File: config.mk
export PLATFORM = sky130hd
export DESIGN_NAME = sample_frame_ctrl_flat
export DESIGN_NICKNAME = d
export VERILOG_FILES = /design/src/rtl/sample_frame_ctrl_pkg.sv /design/src/rtl/sample_frame_ctrl_if.sv /design/src/rtl/sample_frame_ctrl_rr_arbiter.sv /design/src/rtl/sample_frame_ctrl.sv /design/src/flat_wrapper.sv
export SDC_FILE = /design/constraint.sdc
export NUM_CORES = 1
export LEC_CHECK = 0
export BUFFER_PORTS_ARGS = -buffer_cell sky130_fd_sc_hd__buf_2
export CAP_MARGIN = 20
export CORE_AREA = 2 2 77 61
export CTS_CLUSTER_DIAMETER = 100
export DETAILED_ROUTE_END_ITERATION = 10
export DIE_AREA = 0 0 79 63
export PLACE_DENSITY_LB_ADDON = 0.1
export SETUP_SLACK_MARGIN = 0.15
export SLEW_MARGIN = 20
export SYNTH_ARGS = -nofsm -noshare
export SYNTH_HDL_FRONTEND = slang
export SYNTH_HIERARCHICAL = 1
export SYNTH_SLANG_ARGS = --single-unit
File: constraint.sdc
create_clock -name clk -period 4.3 [get_ports clk]
set_input_delay 0.645 -clock clk [delete_from_list [all_inputs] [get_ports clk]]
set_output_delay 0.645 -clock clk [all_outputs]
set_load 0.02 [all_outputs]
File: src/rtl/sample_frame_ctrl_pkg.sv
// Shared types and sizing for the sample-frame controller.
package sample_frame_pkg;

  localparam int SAMPLE_W    = 11;
  localparam int FRAME_DEPTH = 16;

  typedef logic [SAMPLE_W-1:0] sample_t;

  typedef enum logic {
    FILL = 1'b0,
    FULL = 1'b1
  } frame_state_e;

endpackage

File: src/rtl/sample_frame_ctrl_if.sv
// Requester, FIFO and downstream frame signals of the controller.
// master = controller side, slave = sources / FIFO / consumer side.
interface sample_frame_ctrl_if
  import sample_frame_pkg::*;
#(
  parameter int NUM_REQ = 4,
  parameter int DATA_W  = SAMPLE_W
);

  logic [NUM_REQ-1:0]        req_valid;
  logic [NUM_REQ*DATA_W-1:0] req_data;
  logic [NUM_REQ-1:0]        req_grant;
  logic                      fifo_push;
  logic [DATA_W-1:0]         fifo_wdata;
  logic                      fifo_ready;
  logic                      fifo_read;
  logic                      frame_valid;
  logic                      frame_ready;
  logic [15:0]               frame_cnt;
  logic                      err;

  modport master (
    input  req_valid, req_data, fifo_ready, frame_ready,
    output req_grant, fifo_push, fifo_wdata, fifo_read, frame_valid, frame_cnt, err
  );

  modport slave (
    output req_valid, req_data, fifo_ready, frame_ready,
    input  req_grant, fifo_push, fifo_wdata, fifo_read, frame_valid, frame_cnt, err
  );

endinterface

File: src/rtl/sample_frame_ctrl_rr_arbiter.sv
// Combinational round-robin arbiter: scans req from ptr upward and grants the first set bit.
// Zero latency; no state, the caller owns and advances the pointer.
module rr_arbiter #(
  parameter int N  = 4,
  parameter int IW = (N > 1) ? $clog2(N) : 1
) (
  input  logic [N-1:0]  req,
  input  logic [IW-1:0] ptr,
  output logic [N-1:0]  grant,
  output logic [IW-1:0] idx,
  output logic          any_grant
);

  logic [IW-1:0] cand;

  always_comb begin
    grant     = '0;
    idx       = '0;
    any_grant = 1'b0;
    cand      = '0;
    for (int k = 0; k < N; k++) begin
      cand = IW'((int'(ptr) + k) % N);
      if (!any_grant && req[cand]) begin
        any_grant   = 1'b1;
        idx         = cand;
        grant[cand] = 1'b1;
      end
    end
  end

endmodule

File: src/rtl/sample_frame_ctrl.sv
// Fills a DEPTH-sample FIFO from round-robin sources, then offers the frame downstream (valid/ready).
// Frame valid 1 cycle after last push; grants resume 1 cycle after accept. SAMPLE_FRAME_CTRL_CHK_EN adds a sticky err checker.
module sample_frame_ctrl
  import sample_frame_pkg::*;
#(
  parameter int NUM_REQ = 4,
  parameter int DATA_W  = SAMPLE_W,
  parameter int DEPTH   = FRAME_DEPTH
) (
  input  logic                clk,
  input  logic                reset,
  sample_frame_ctrl_if.master bus
);

  localparam int IW = (NUM_REQ > 1) ? $clog2(NUM_REQ) : 1;
  localparam int CW = $clog2(DEPTH + 1);

  frame_state_e  state_q, state_d;
  logic [CW-1:0] fill_q, fill_d;
  logic [IW-1:0] ptr_q, ptr_d;
  logic [15:0]   fcnt_q;

  logic [NUM_REQ-1:0] arb_grant;
  logic [IW-1:0]      arb_idx;
  logic               arb_any;
  logic [DATA_W-1:0]  src_dat [NUM_REQ];
  logic               handshake;

  for (genvar i = 0; i < NUM_REQ; i++) begin : g_src
    assign src_dat[i] = bus.req_data[i*DATA_W +: DATA_W];
  end

  rr_arbiter #(.N(NUM_REQ), .IW(IW)) u_arb (
    .req       (bus.req_valid),
    .ptr       (ptr_q),
    .grant     (arb_grant),
    .idx       (arb_idx),
    .any_grant (arb_any)
  );

  always_ff @(posedge clk) begin
    if (reset) begin
      state_q <= FILL;
      fill_q  <= '0;
      ptr_q   <= '0;
      fcnt_q  <= '0;
    end else begin
      state_q <= state_d;
      fill_q  <= fill_d;
      ptr_q   <= ptr_d;
      if (handshake) fcnt_q <= fcnt_q + 16'd1;
    end
  end

  // Combinational outputs are forced low while reset is asserted.
  always_comb begin
    state_d        = state_q;
    fill_d         = fill_q;
    ptr_d          = ptr_q;
    handshake      = 1'b0;
    bus.req_grant  = '0;
    bus.fifo_push  = 1'b0;
    bus.fifo_wdata = '0;
    bus.fifo_read  = 1'b0;
    if (!reset) begin
      case (state_q)
        FILL: begin
          if (arb_any) begin
            bus.req_grant  = arb_grant;
            bus.fifo_push  = 1'b1;
            bus.fifo_wdata = src_dat[arb_idx];
            fill_d         = fill_q + 1'b1;
            ptr_d          = (arb_idx == IW'(NUM_REQ - 1)) ? '0 : arb_idx + 1'b1;
            if (fill_q == CW'(DEPTH - 1)) state_d = FULL;
          end
        end
        FULL: begin
          if (bus.frame_ready) begin
            handshake     = 1'b1;
            bus.fifo_read = 1'b1;
            state_d       = FILL;
            fill_d        = '0;
          end
        end
        default: state_d = FILL;
      endcase
    end
  end

  assign bus.frame_valid = (state_q == FULL);
  assign bus.frame_cnt   = fcnt_q;

`ifdef SAMPLE_FRAME_CTRL_CHK_EN
  logic err_q;

  // FIFO full flag must track FULL exactly, and nothing may be pushed into a full FIFO.
  always_ff @(posedge clk) begin
    if (reset) begin
      err_q <= 1'b0;
    end else if (((state_q == FULL) != bus.fifo_ready) || (bus.fifo_push && bus.fifo_ready)) begin
      err_q <= 1'b1;
    end
  end

  assign bus.err = err_q;
`else
  assign bus.err = 1'b0;
`endif

endmodule

File: src/flat_wrapper.sv
// flat-port wrapper written by rule: the top's interface ports become plain ports
module sample_frame_ctrl_flat import sample_frame_pkg::*;
#(
  parameter int NUM_REQ = 4,
  parameter int DATA_W  = SAMPLE_W,
  parameter int DEPTH   = FRAME_DEPTH
)
  (clk, reset, bus_req_valid, bus_req_data, bus_fifo_ready, bus_frame_ready, bus_req_grant, bus_fifo_push, bus_fifo_wdata, bus_fifo_read, bus_frame_valid, bus_frame_cnt, bus_err);
  sample_frame_ctrl_if #(.NUM_REQ(NUM_REQ), .DATA_W(DATA_W)) bus_i ();
  input  logic clk;
  input  logic reset;
  input wire logic [$bits(bus_i.req_valid)-1:0] bus_req_valid;
  input wire logic [$bits(bus_i.req_data)-1:0] bus_req_data;
  input wire logic [$bits(bus_i.fifo_ready)-1:0] bus_fifo_ready;
  input wire logic [$bits(bus_i.frame_ready)-1:0] bus_frame_ready;
  output wire logic [$bits(bus_i.req_grant)-1:0] bus_req_grant;
  output wire logic [$bits(bus_i.fifo_push)-1:0] bus_fifo_push;
  output wire logic [$bits(bus_i.fifo_wdata)-1:0] bus_fifo_wdata;
  output wire logic [$bits(bus_i.fifo_read)-1:0] bus_fifo_read;
  output wire logic [$bits(bus_i.frame_valid)-1:0] bus_frame_valid;
  output wire logic [$bits(bus_i.frame_cnt)-1:0] bus_frame_cnt;
  output wire logic [$bits(bus_i.err)-1:0] bus_err;
  assign bus_i.req_valid = bus_req_valid;
  assign bus_i.req_data = bus_req_data;
  assign bus_i.fifo_ready = bus_fifo_ready;
  assign bus_i.frame_ready = bus_frame_ready;
  assign bus_req_grant = bus_i.req_grant;
  assign bus_fifo_push = bus_i.fifo_push;
  assign bus_fifo_wdata = bus_i.fifo_wdata;
  assign bus_fifo_read = bus_i.fifo_read;
  assign bus_frame_valid = bus_i.frame_valid;
  assign bus_frame_cnt = bus_i.frame_cnt;
  assign bus_err = bus_i.err;
  sample_frame_ctrl #(.NUM_REQ(NUM_REQ), .DATA_W(DATA_W), .DEPTH(DEPTH)) u_core (.clk(clk), .reset(reset), .bus(bus_i));
endmodule
==> results.py <==
metrics = {
    "cells_and_area": {
        "final_common_cell": "buf_2",
        "layout-drive-gt1-share": 0.3958,
        "area_growth_pct": 27.20,
        "n_antenna_cell": 0,
        "nNetsFinal": 350,
        "stdcell_count": 345,
        "fin_area_um2": 2440,
        "layout_common_cells": "buf_2, nor2_1, dfxtp_1, and2_1, mux4_2",
        "postLayoutCoreUtil": 0.5732,
    },
    "yosys": {
        "ys_warn_count": 6,
        "syn-num-nets": 268,
        "yosysSeqAreaShare": 0.2505,
        "synthCells": 207,
        "syn_area_um2": 1918,
        "synth_area_leader_cell": "dfxtp_1",
        "synth-main-ff-cell": "dfxtp_1",
        "synth.distinct_cells": 41,
        "ys_ff_latch": 24,
        "synth_edf_count": 0,
        "yosysTopAreaCellShare": 0.2505,
        "synth_async_sr_flop_share": 0,
        "synth_area_leaders": "dfxtp_1, mux4_2, ha_1",
        "synth.avg_cell_area_um2": 9.266,
    },
    "detailed_routing": {
        "top_layer": "met4",
        "wl_met1_um": 2026,
        "route.detailed.drc": 0,
        "drt-total-wl_um": 4542,
        "wl_per_cell_um": 13.17,
        "antenna_left": 0,
        "wl_met3_um": 399,
        "firstDrtPassIters": 4,
        "dr_wl_met2_um": 2089,
        "via_per_inst": 5.336,
        "first_iter_violations": 57,
        "via_count": 1841,
    },
    "cts": {
        "ctsHoldBuffers": 0,
        "cts.repair.resized": 0,
        "clk_latency_ns": 0.26,
        "ctsLongestPathBuffers": 2,
        "post-cts-setup-buffer-count": 0,
        "cts_buffers": 3,
        "clk_pin_slew_ns": 0.08,
        "cts_sinks": 24,
        "cts_tree": "yes",
        "h-tree-depth": 1,
        "clockRootBuffer": "clkbuf_8",
    },
    "sta": {
        "post-route-worst-setup-slack_ns": 0.4795,
        "finalCriticalPeriod_ns": 3.821,
        "whs_ns": 0.4554,
        "slew_headroom": 0.5281,
        "setup_tns_ns": 0,
        "max_freq_ghz": 0.2617,
        "final_max_slew_viol_count": 0,
        "hold_violations": 0,
        "worst_slew_pin_slew_ns": 0.7053,
        "setup_violations": 0,
        "rsz0062_at_grt": "false",
        "fin_crit_sh": 0.8885,
        "finClkSkew_ns": 0.002365,
    },
    "setup_path": {
        "crit_family": "multiplexers",
        "timing.rr.start": "u_core/ptr_q[0]",
        "cp_data_arrival_time_ns": 3.18,
        "startpoint": "u_core/ptr_q[0]",
        "path_cells": "inv_1 > ha_1 > mux4_2 > and2b_2 > o21ai_0 > o31ai_4 > buf_4 > mux4_2 > and2_1 > buf_2",
        "criticalPathCategory": "register to output pin",
        "crit_path_max_fanout": 13,
        "cp.required_ns": 3.65,
        "start_kind": "register",
        "path_common_cell": "mux4_2",
        "max_stage_delay_ns": 0.53,
        "critPathSlowestCell": "mux4_2",
        "worst-path-buf-inv": 3,
        "cp-end-kind": "output pin",
    },
    "die": {
        "dieArea_um2": 4977,
        "die_h_um": 63,
        "num_rows": 21,
        "pin_count": 87,
        "die_x_um": 79,
        "core_um2": 4257,
        "initial_utilization": 0.4506,
    },
    "placed_design": {
        "hpwlAfterDp_um": 3557,
        "place_area_um2": 2385,
        "finalWeightedCongestion": 0.8209,
        "io_buffers": 84,
        "pre_cts_slack_ns": 0.5781,
        "numPlacedInstances": 341,
    },
    "grt": {
        "grt_pass1_vias": 1688,
        "grt_usage": 0.1837,
        "grt.overflow.total": 0,
        "antenna_found_initial": 0,
        "grt_pass1_wl_um": 7417,
        "grt_max_degree": 27,
    },
    "power": {
        "vdd_drop_max_uv": 239.5,
        "power_density_nw_per_um2": 520.3,
        "p_leak_nw": 1.096,
        "total_power_mw": 1.269,
    },
    "outcome": {
        "outcome": "completed",
    },
    "job": {
        "drv_cap": 0,
    },
    "min_path": {
        "hp-start": "u_core/bus.frame_cnt[15]",
        "hold_path_class": "register to register",
    },
}
## layer usage
metal	vias up	GRT usage
li1	922	-
met1	847	0.2317
met2	67	0.3125
met3	5	0.05202
met4	0	0.03879
met5	-	0
## power by group
group          total [mW]  internal, mW  switching, mW
clock               0.153        0.0817         0.0714
sequential          0.249         0.239         0.0105
combinational       0.867         0.420          0.448
total                1.27         0.740          0.530
## registers in the layout, indices dropped and copies added, names as in the netlist
name and flops:
u_core/bus.frame_valid 1, u_core/bus.frame_cnt 16, u_core/ptr_q 2, u_core/fill_q 5
## worst reg2reg max path: cells and delay by family (launching register included)
kind                     cells  cell delay [ns]
AND/OR/NAND/NOR              4             0.79
multiplexers                 1             0.68
AO/OA/AOI/OAI                2             0.48
buffers and inverters        2             0.45
flip-flops                   1             0.35
adder cells (fa/ha/maj)      1             0.16
## final timing paths
kind / end / slack [ns] / cells after the start
max: bus_fifo_wdata[10] / 0.48 / 10
min: u_core/bus.frame_cnt[15] / 0.46 / 1
max reg2reg: u_core/ptr_q[0] / 1.34 / 10
min reg2reg: u_core/bus.frame_cnt[15] / 0.46 / 1
## synth_stat cells, types with 5 or more instances
cell type / instances
a21oi_1: 11
a22oi_1: 9
and2_1: 15
clkbuf_1: 6
dfxtp_1: 24
ha_1: 9
inv_1: 12
mux4_2: 13
nand2_1: 9
nand3_1: 6
nor2_1: 24
nor3_1: 6
nor4_1: 5
o21ai_0: 7
xnor2_1: 8
## cells by family (layout without fill, tap and decap cells)
| kind of cell | after synthesis | count (layout) | share of synthesized area |
|---|---|---|---|
| compound gates | 37 | 37 | 0.1246 |
| other cells | 1 | 1 | 0.001955 |
| fa+ha+maj | 9 | 9 | 0.05871 |
| flops | 24 | 24 | 0.2505 |
| simple gates | 84 | 84 | 0.2570 |
| mux | 19 | 19 | 0.2022 |
| buf+inv | 23 | 104 | 0.05936 |
| xor+xnor | 10 | 10 | 0.04567 |
## cell type report
| cell class | instances | area (um^2) |
|---|---|---|
| multi-input cells | 160 | 1338 |
| fillers | 405 | 1817 |
| flip-flops and latches | 24 | 480.5 |
| inverters | 12 | 45.04 |
| well taps | 57 | 71.32 |
| repair buffers | 88 | 450.4 |
| clock buffers | 4 | 55.05 |
Power figures use the tool's default switching activity.
